===== src/rtl/lcd_region_scheduler.sv =====
// Schedules redraw regions (64 board squares, two banners, full frame) onto a
// row-major pixel stream. Define SCHED_ROUND_ROBIN_EN for round-robin square service.
module lcd_region_scheduler #(
  parameter int LCD_WIDTH     = 240,
  parameter int LCD_HEIGHT    = 320,
  parameter int BANNER_HEIGHT = 40,
  parameter int SQUARE_SIZE   = 30
) (
  input  logic        clock,
  input  logic        resetApp,
  input  logic [63:0] squareDirty,
  input  logic [1:0]  bannerDirty,
  input  logic        fullRefresh,
  input  logic        holdOff,
  input  logic        pixelReady,
  output logic        pixelWrite,
  output logic [7:0]  xAddr,
  output logic [8:0]  yAddr,
  output logic        busy,
  output logic [6:0]  regionId,
  output logic        regionDone
);

  localparam int TOP_BIT  = 64;
  localparam int BOT_BIT  = 65;
  localparam int FULL_BIT = 66;

  localparam logic [7:0] XMAX   = 8'(LCD_WIDTH - 1);
  localparam logic [8:0] YMAX   = 9'(LCD_HEIGHT - 1);
  localparam logic [8:0] TOP_Y1 = 9'(BANNER_HEIGHT - 1);
  localparam logic [8:0] BOT_Y0 = 9'(LCD_HEIGHT - BANNER_HEIGHT);
  localparam logic [7:0] SQ_W1  = 8'(SQUARE_SIZE - 1);
  localparam logic [8:0] SQ_H1  = 9'(SQUARE_SIZE - 1);

  typedef enum logic {IDLE, DRAW} state_t;

  state_t      state_q;
  logic        pw_q, busy_q, done_q;
  logic [7:0]  x_q, x0_q, x1_q;
  logic [8:0]  y_q, y1_q;
  logic [6:0]  id_q;
  logic [66:0] pending_q, pending_d, req, sel_clr;
  logic [5:0]  sq_idx;
  logic [7:0]  sq_x0, sel_x0, sel_x1;
  logic [8:0]  sq_y0, sel_y0, sel_y1;
  logic [6:0]  sel_id;
  logic        start;

  assign req   = {fullRefresh, bannerDirty, squareDirty};
  assign start = (state_q == IDLE) && (pending_q != '0) && !holdOff;

`ifdef SCHED_ROUND_ROBIN_EN
  logic [5:0] rr_q;
  logic       sel_sq;

  // Search upward from the pointer; descending loop lets the nearest offset win.
  always_comb begin
    sq_idx = rr_q;
    for (int i = 63; i >= 0; i--) begin
      if (pending_q[rr_q + 6'(i)]) sq_idx = rr_q + 6'(i);
    end
  end
`else
  always_comb begin
    sq_idx = '0;
    for (int i = 63; i >= 0; i--) begin
      if (pending_q[i]) sq_idx = 6'(i);
    end
  end
`endif

  assign sq_x0 = 8'(SQUARE_SIZE * int'(sq_idx[2:0]));
  assign sq_y0 = 9'(BANNER_HEIGHT + SQUARE_SIZE * int'(sq_idx[5:3]));

  // Full frame covers everything, so its clear mask is all ones.
  always_comb begin
    sel_id  = 7'd127;
    sel_x0  = '0;
    sel_y0  = '0;
    sel_x1  = XMAX;
    sel_y1  = YMAX;
    sel_clr = '1;
`ifdef SCHED_ROUND_ROBIN_EN
    sel_sq  = 1'b0;
`endif
    if (pending_q[FULL_BIT]) begin
      sel_id = 7'd127;
    end else if (pending_q[TOP_BIT]) begin
      sel_id  = 7'd64;
      sel_y1  = TOP_Y1;
      sel_clr = 67'd1 << TOP_BIT;
    end else if (pending_q[BOT_BIT]) begin
      sel_id  = 7'd65;
      sel_y0  = BOT_Y0;
      sel_clr = 67'd1 << BOT_BIT;
    end else begin
      sel_id  = {1'b0, sq_idx};
      sel_x0  = sq_x0;
      sel_y0  = sq_y0;
      sel_x1  = sq_x0 + SQ_W1;
      sel_y1  = sq_y0 + SQ_H1;
      sel_clr = 67'd1 << sq_idx;
`ifdef SCHED_ROUND_ROBIN_EN
      sel_sq  = 1'b1;
`endif
    end
  end

  // Same-edge requests re-set a bit that selection is clearing.
  assign pending_d = start ? ((pending_q & ~sel_clr) | req) : (pending_q | req);

  always_ff @(posedge clock or posedge resetApp) begin
    if (resetApp) begin
      state_q   <= IDLE;
      pw_q      <= 1'b0;
      busy_q    <= 1'b0;
      done_q    <= 1'b0;
      x_q       <= '0;
      y_q       <= '0;
      x0_q      <= '0;
      x1_q      <= '0;
      y1_q      <= '0;
      id_q      <= '0;
      pending_q <= 67'd1 << FULL_BIT;
`ifdef SCHED_ROUND_ROBIN_EN
      rr_q      <= '0;
`endif
    end else begin
      pending_q <= pending_d;
      done_q    <= 1'b0;
      case (state_q)
        IDLE: begin
          if (start) begin
            state_q <= DRAW;
            pw_q    <= 1'b1;
            busy_q  <= 1'b1;
            id_q    <= sel_id;
            x_q     <= sel_x0;
            y_q     <= sel_y0;
            x0_q    <= sel_x0;
            x1_q    <= sel_x1;
            y1_q    <= sel_y1;
`ifdef SCHED_ROUND_ROBIN_EN
            if (sel_sq) rr_q <= sq_idx + 6'd1;
`endif
          end
        end
        DRAW: begin
          if (pixelReady) begin
            if (x_q != x1_q) begin
              x_q <= x_q + 8'd1;
            end else if (y_q != y1_q) begin
              x_q <= x0_q;
              y_q <= y_q + 9'd1;
            end else begin
              // Last pixel accepted: address stays on it, region id is kept.
              state_q <= IDLE;
              pw_q    <= 1'b0;
              busy_q  <= 1'b0;
              done_q  <= 1'b1;
            end
          end
        end
        default: state_q <= IDLE;
      endcase
    end
  end

  assign pixelWrite = pw_q;
  assign busy       = busy_q;
  assign regionDone = done_q;
  assign xAddr      = x_q;
  assign yAddr      = y_q;
  assign regionId   = id_q;

endmodule

===== config.mk =====
export PLATFORM = sky130hd
export DESIGN_NAME = lcd_region_scheduler
export DESIGN_NICKNAME = d
export VERILOG_FILES = /design/src/rtl/lcd_region_scheduler.sv
export SDC_FILE = /design/constraint.sdc
export NUM_CORES = 1
export LEC_CHECK = 0
export CAP_MARGIN = 20
export CORE_UTILIZATION = 36
export DETAILED_ROUTE_END_ITERATION = 8
export GPL_TIMING_DRIVEN = 0
export PLACE_DENSITY = 0.63
export SLEW_MARGIN = 20
export SYNTH_ARGS = -nofsm -noshare
export SYNTH_HDL_FRONTEND = slang
export SYNTH_SLANG_ARGS = --single-unit

===== constraint.sdc =====
create_clock -name clock -period 5.7 [get_ports clock]
set_input_delay 0.855 -clock clock [delete_from_list [all_inputs] [get_ports clock]]
set_output_delay 0.855 -clock clock [all_outputs]
set_load 0.02 [all_outputs]

==> out/summary.txt, run 1 <==
asr flop ratio synth -> 100%
area share of and/or/nand/nor cells after synthesis -> 19.1%
CP Cell Sequence -> nor4_1, nand4_1, o2111a_1, o21bai_2, inv_2, fa_1, ha_1, fa_1, xor2_1, xnor2_1, nand3_1, a41o_1, o21ai_0, a31oi_1
DIE WIDTH -> 144 um
1st-iter DRT viols -> 507
area of the multi-input gates -> 3970 sq um
EDFF count, synth -> 0
most common cell after layout, fill and taps aside -> dfrtp_1
synth unique cells -> 82
Slowest-stage cell, CP -> nor4_1
Warnings, synthesis -> 0
Num CTS Buffers -> 17
XOR/XNOR Fraction of Synth Area -> 4.48%
worst skew pair latency -> 420 ps
clock skew -> 7.23 ps
largest net degree at the start of global routing -> 61
worst hold margin -> 472 ps
outcome -> completed
post-layout util -> 46.7%
fin cells -> 1158
Final Critical Period -> 5030 ps
crit path launch type -> flop
final wirelength -> 22600 um
Pleak -> 3.52 nW
Mapped Nets -> 861
CTS sink cnt -> 117
Post-Synth Adder-Cell Area -> 5.12%
vias in the first global route -> 6359
FF/Latch Area -> 2930 sq um
Area Overhead vs Synth -> 26.5%
Crit. End Element -> flop
die area -> 20700 sq um
largest cells by area after synthesis -> dfrtp_1 40%, a31o_2 4.5%, a21o_1 4.0%
slew margin rel. -> 35.5%
first-pass GRT wire length -> 35300 um
mux cell area share after synthesis -> 0.294%
number of remaining DRC errors -> 0
post-DR wirelength/cell -> 19.5 um
RSZ-0062 raised after global routing -> no
H-tree depth -> 4
sequential element share of the synthesized area -> 40.5%
initial antenna violation count -> 0
# fillers -> 1893
CP Class -> reg -> reg
vias -> 6543
final period utilization -> 88.2%
# resized after CTS -> 0
drt via density -> 5.65
leading area contributor after synthesis -> dfrtp_1
critical path required time -> 5970 ps
Compound-Gate Fraction of Synth Area -> 25.8%
Post-CTS Hold Fix Bufs -> 0
Peak VDD IR -> 0.162 mV
Routability Congestion -> 0.925
CTS Root Cell -> clkbuf_16
Top Ports -> 98
CP max FO -> 7
starting density of the core -> 36.9%
Max Cap Viol -> 0
most frequent cells in the layout -> 116 x dfrtp_1, 97 x clkdlybuf4s50_1, 52 x nor2_1
DR pass1 iterations -> 5
most frequent CP cell -> fa_1
Cell Area, Synth -> 7230 sq um
Least-Margin Pin Slew -> 961 ps
CTS tree -> built
delay-heaviest family, CP -> adder cells
Pwr Density -> 287 nW/um^2
clk slew on worst S/H paths -> 60 ps
Buf/Inv on CP -> 1
register bit count reported by yosys -> 117
Post CTS Setup Buffer Count -> 0
Placeable Area -> 19600 sq um
final setup vio count -> 0
Post-Syn Instances -> 764
dominant synthesized flop cell -> dfrtp_1
antenna fix cells -> 0
Max clock buf depth -> 2
Final Hold Viols -> 0
average size of a mapped cell -> 9.47 sq um
fraction of layout cells with a size suffix above 1 -> 12.3%
largest family of logic cells by synthesized area -> compound AO/OA/AOI/OAI gates
Post-DP HPWL -> 16800 um
Nets -> 979
die height -> 144 um
share of the synthesized area in the top cell type -> 40.1%
WP data arrival -> 5290 ps
total global-route track usage -> 22.9%
post-route ant nets -> 0
port buffer count -> 97
placed insts -> 1128
GRT overflow -> 0
cell row count -> 51
HP Class -> reg -> reg
Max Clk Rate -> 199 MHz
Slew Limit Fails -> 0
Crit path largest cell delay -> 660 ps
-- synth_stat cells (7+ instances only) --
cell,n
a21o_1,39
nand2_1,48
nor4_1,18
buf_2,9
nand2b_1,15
ha_1,20
nor2b_1,10
a311oi_1,8
o21ai_0,39
nand3_1,45
a221o_1,12
nor3_1,14
a21oi_1,33
xor2_1,18
nor2_1,52
a31oi_1,9
dfrtp_1,116
a211o_1,9
or4_1,7
xnor2_1,19
clkbuf_1,18
a31o_2,37
o31ai_1,8
inv_1,40
-- routing by layer --
metal	vias to the layer above	global-route usage [%]	share of wire (%)
met1	3205	31.5	45
li1	3083	-	-
met5	-	0	0
met4	0	7.39	1.6
met3	33	5.43	7.1
met2	222	35.3	46
-- worst min-delay path, delay by kind of cell (launching register included) --
kind	cells	cell delay, ps
DFF	1	340
and+or+nand+nor	2	100
-- sequential cells by signal (all words and copies together) (netlist names) --
| name | cells |
|---|---|
| x1_q | 8 |
| y1_q | 8 |
| pending_q | 67 |
| yAddr | 9 |
| regionId | 7 |
| regionDone | 1 |
| state_q | 1 |
| busy | 1 |
| xAddr | 8 |
| x0_q | 7 |
-- power by group --
group	leakage [nW]	internal [mW]	switching [mW]
Clock	0.280	0.683	0.371
Sequential	1.18	0.917	0.120
Combinational	2.06	0.272	0.268
-- through the flow --
stage	area [sq um]	setup slack (ps)	setup TNS [ps]	power (mW)
after floorplan	7230	1320	0	1.34
after global placement	8530	-244	-26800	1.58
after detailed placement	8580	513	0	1.59
after CTS	9150	502	0	2.64
after global routing	9150	296	0	2.74
final	9150	674	0	2.63
-- worst paths after layout --
check,from,end,slack [ps],depth (start not counted)
min in group asynchronous,resetApp,yAddr[7],890,2
worst min register to register,x0_q[4],x0_q[4],470,2
max in group asynchronous,resetApp,pending_q[52],4100,3
worst max register to register,pending_q[26],y1_q[8],670,14
worst max-delay path,pending_q[26],y1_q[8],670,14
worst min-delay path,x0_q[4],x0_q[4],470,2
-- logic make-up after synthesis --
family | Yosys count
flops | 117
xor+xnor | 37
fa+ha+maj | 26
mux | 2
buf+inv | 77
simple gates | 254
compound gates | 251
-- cell type report --
cell class / instances / area share, %
clock buffer: 26 / 5.46
clock inverter: 4 / 0.766
sequential: 117 / 32.0
timing repair buffer: 99 / 11.0
multi-input combinational: 570 / 43.4
inverter: 42 / 1.80
buffer: 35 / 1.97
tap: 265 / 3.62
Note: power is estimated with default switching activity, not from simulation.
==> inputs of run 2 (changes only) <==
- CTS_CLUSTER_DIAMETER: not set -> 60
- MAX_ROUTING_LAYER: not set -> met4
- PLACE_DENSITY: 0.63 -> not set
==> out/summary.txt, run 2 (synthesized netlist as in run 1, its figures left out) <==
Max clock buf depth -> 2
port buffer count -> 97
final setup vio count -> 0
starting density of the core -> 36.9%
die area -> 20700 sq um
hold path start -> x0_q[5]
Placeable Area -> 19600 sq um
# resized after CTS -> 0
final setup TNS -> 0 ps
critical path required time -> 5970 ps
RR Startpoint -> pending_q[11]
first-pass GRT wire length -> 35600 um
worst slack at placement -> 473 ps
initial antenna violation count -> 2
R2R setup slack -> 410 ps
worst r2r dst -> y1_q[8]
Least-Margin Pin Slew -> 981 ps
CTS Root Cell -> clkbuf_16
DIE WIDTH -> 144 um
vias -> 6471
outcome -> completed
Top Ports -> 98
Slew Limit Fails -> 0
clock skew -> 9.04 ps
DR pass1 iterations -> 5
cell count of the worst reg-to-reg path -> 12
H-tree depth -> 4
Nets -> 979
final period utilization -> 92.9%
GRT overflow -> 0
area of the multi-input gates -> 3970 sq um
register with the most flip-flops -> pending_q
fraction of layout cells with a size suffix above 1 -> 12.4%
RSZ-0062 raised after global routing -> no
number of remaining DRC errors -> 0
Peak VDD IR -> 0.204 mV
die height -> 144 um
overall power -> 2.55 mW
total global-route track usage -> 23.8%
Post-DP HPWL -> 16900 um
Num CTS Buffers -> 17
post-layout util -> 46.5%
crit path launch type -> flop
vias in the first global route -> 6209
1st-iter DRT viols -> 391
worst skew pair latency -> 420 ps
cell row count -> 51
Routability Congestion -> 0.937
HP Class -> reg -> reg
Post-CTS Hold Fix Bufs -> 0
largest net degree at the start of global routing -> 70
# fillers -> 1906
post-DR wirelength/cell -> 19.6 um
CP max FO -> 7
worst setup path end -> y1_q[8]
Post CTS Setup Buffer Count -> 0
Area Overhead vs Synth -> 26.0%
final wirelength -> 22700 um
Pleak -> 3.50 nW
Max Clk Rate -> 189 MHz
clk slew on worst S/H paths -> 50 ps
Final Critical Period -> 5290 ps
slew margin rel. -> 34.1%
CTS sink cnt -> 117
final worst slack -> 406 ps
WP data arrival -> 5560 ps
Max Cap Viol -> 0
max reg flops -> 67
post-route ant nets -> 0
drt via density -> 5.58
Pwr Density -> 280 nW/um^2
Worst Setup SP -> pending_q[11]
CTS tree -> built
CP Class -> reg -> reg
most common cell after layout, fill and taps aside -> dfrtp_1
Crit. End Element -> flop
worst hold margin -> 465 ps
Final Hold Viols -> 0
most frequent cells in the layout -> 116 x dfrtp_1, 97 x clkdlybuf4s50_1, 52 x nor2_1
FF/Latch Area -> 2930 sq um
[run 2: cell count changes in the layout (fill, tap and decap cells not counted), sizes merged]
cell	previous run	this run
bufinv	2	0
clkinv	2	5
clkbuf	44	42
diode	0	2
[run 2: layout make-up]
type                       count  share of cell area, %
antenna                        2                 0.0549
clock buffer                  24                   5.51
sequential                   117                   32.2
multi-input combinational    570                   43.6
timing repair buffer          99                   11.0
clock inverter                 5                  0.275
inverter                      42                   1.81
buffer                        35                   1.98
tap                          265                   3.64
[run 2: how the worst min path moves through the flow]
stage / to / slack [ps] / depth (start not counted)
2_1_floorplan: x0_q[4] / 440 / 2
3_3_place_gp: x0_q[4] / 450 / 2
3_5_place_dp: x0_q[5] / 460 / 2
4_1_cts: x0_q[5] / 470 / 2
5_1_grt: x0_q[5] / 500 / 2
6_report: x0_q[5] / 460 / 2
[run 2: where the power goes]
group	switching (mW)	total (mW)	internal (mW)
Clock	0.376	0.977	0.601
Combinational	0.267	0.538	0.272
Sequential	0.117	1.03	0.917
[run 2: metrics by stage]
stage | cell area (sq um) | cells
floorplan | 7230 | 764
global placement | 8530 | 1126
detailed placement | 8580 | 1128
CTS | 9100 | 1157
global route | 9110 | 1159
finish | 9110 | 1159
[run 2: worst max-delay path, cell delays in order (launching register included)]
cell	delay [ps]
dfrtp_1	430
nor4_1	630
nand4_1	510
a211oi_1	890
fa_1	610
ha_1	250
fa_1	460
xor2_1	450
xnor2_1	230
nand3_1	140
a41o_1	260
o21ai_0	190
a31oi_1	100
[run 2: routing by layer]
metal	vias up	track usage (%)	share of wire (%)	routed length [um]
li1	3098	-	-	-
met1	3177	33.7	48	10900
met2	176	34.3	45	10100
met3	20	4.30	5.7	1290
met4	0	7.50	1.5	334
met5	-	-	0	0
==> inputs of run 3 (changes only) <==
- CELL_PAD_IN_SITES_DETAIL_PLACEMENT: not set -> 2
- CELL_PAD_IN_SITES_GLOBAL_PLACEMENT: not set -> 2
- CORE_UTILIZATION: 36 -> 35
- PLACE_DENSITY_LB_ADDON: not set -> 0.1
==> out/summary.txt, run 3 (synthesized netlist as in run 1, its figures left out) <==
outcome -> completed
hold endpoint -> regionId[3]
cell count of the worst reg-to-reg path -> 12
delay-heaviest family, CP -> simple AND/OR/NAND/NOR gates
Worst Setup SP -> pending_q[7]
critical path required time -> 5980 ps
most frequent CP cell -> fa_1
worst slack at placement -> 228 ps
cell row count -> 52
Max Clk Rate -> 190 MHz
RSZ-0062 raised after global routing -> no
Slowest-stage cell, CP -> nor4_1
Peak VDD IR -> 0.242 mV
Nets -> 980
CP Cell Sequence -> nor4_1, nand4_1, a211oi_2, fa_1, ha_1, fa_1, xor2_1, xnor2_1, nand3_1, a41o_1, o21ai_0, a31oi_1
Placeable Area -> 20200 sq um
most common cell after layout, fill and taps aside -> dfrtp_1
Top Ports -> 98
vias in the first global route -> 7602
H-tree depth -> 4
crit path launch type -> flop
Max Cap Viol -> 0
RR Startpoint -> pending_q[7]
worst hold margin -> 483 ps
die height -> 146 um
fin cells -> 1166
CTS sink cnt -> 117
HP Class -> reg -> reg
fraction of layout cells with a size suffix above 1 -> 13.3%
initial antenna violation count -> 0
part of the power in registers -> 38.8%
Crit. End Element -> flop
final setup vio count -> 0
Logic pwr share -> 21.0%
post-layout util -> 45.4%
Pwr Density -> 291 nW/um^2
register with the most flip-flops -> pending_q
slew margin rel. -> 30.7%
placed insts -> 1134
Max clock buf depth -> 2
Pleak -> 3.51 nW
R2R setup slack -> 440 ps
drt via density -> 5.79
first-pass GRT wire length -> 43500 um
final worst slack -> 440 ps
WP data arrival -> 5540 ps
DIE WIDTH -> 146 um
Final Cell Area -> 9190 sq um
DR pass1 iterations -> 5
Slew Limit Fails -> 0
post-placement cell area -> 8600 sq um
Post-DP HPWL -> 21000 um
hold path start -> regionId[3]
port buffer count -> 97
Hold Path Stages -> 2
final wirelength -> 27400 um
most frequent cells in the layout -> 116 x dfrtp_1, 97 x clkdlybuf4s50_1, 52 x nor2_1
CP max FO -> 7
Num CTS Buffers -> 17
starting density of the core -> 35.7%
CP Class -> reg -> reg
die area -> 21200 sq um
overall power -> 2.67 mW
net switching fraction of the power -> 31.3%
antenna fix cells -> 0
final period utilization -> 92.3%
Area Overhead vs Synth -> 27.0%
Least-Margin Pin Slew -> 1030 ps
final setup TNS -> 0 ps
1st-iter DRT viols -> 225
clock network power share -> 40.2%
GRT overflow -> 0
Final Hold Viols -> 0
post-DR wirelength/cell -> 23.5 um
Routability Congestion -> 0.858
largest net degree at the start of global routing -> 42
clock skew -> 11.2 ps
post-route ant nets -> 0
vias -> 6755
max reg flops -> 67
clk slew on worst S/H paths -> 60 ps
worst r2r dst -> y1_q[8]
Post CTS Setup Buffer Count -> 0
Buf/Inv on CP -> 0
CTS tree -> built
Internal Power -> 1.83 mW
CTS Root Cell -> clkbuf_16
worst skew pair latency -> 430 ps
Crit path largest cell delay -> 800 ps
P_sw -> 836 uW
Final Critical Period -> 5260 ps
number of remaining DRC errors -> 0
Post-CTS Hold Fix Bufs -> 0
total global-route track usage -> 27.6%
[run 3: layout make-up]
class	count	area, sq um
inverter	42	165
multi-input combinational	570	3980
buffer	35	180
tap	270	338
clock buffer	17	425
fill	2184	11000
timing repair buffer	100	1020
sequential	117	2930
clock inverter	15	155
[run 3: how the worst max path moves through the flow]
stage | to | slack [ps] | cells after the start
after global placement | pending_q[4] | -210 | 2
after floorplan | y1_q[7] | 1320 | 12
after detailed placement | y1_q[8] | 230 | 12
after global routing | y1_q[7] | 60 | 12
after CTS | y1_q[8] | 180 | 12
final | y1_q[8] | 440 | 12
[run 3: metal layers]
layer / vias up / share of wire [%] / track usage [%]
met4: 0 / 4.0 / 13.3
met5: - / 0 / -
met3: 65 / 3.0 / 4.29
li1: 3092 / - / -
met2: 165 / 52 / 48.3
met1: 3433 / 41 / 30.8
[run 3: power by group through the flow]
stage / combinational [mW] / clock (mW) / sequential, mW
after floorplan: 0.267 / 0 / 1.07
after global placement: 0.532 / 0 / 1.04
after detailed placement: 0.562 / 0 / 1.05
after CTS: 0.568 / 1.09 / 1.04
after global routing: 0.610 / 1.13 / 1.05
final: 0.560 / 1.07 / 1.04
[run 3: timing repair]
action	CTS	global route
gates resized for setup	0	2
endpoints found under the setup margin	0	5
endpoints found under the hold margin	0	0
[run 3: worst register-to-register path: stages, from the launching register on]
cell,delay (ps)
dfrtp_1,440
nor4_1,800
nand4_1,520
a211oi_2,630
fa_1,580
ha_1,260
fa_1,470
xor2_1,430
xnor2_1,270
nand3_1,160
a41o_1,250
o21ai_0,180
a31oi_1,100
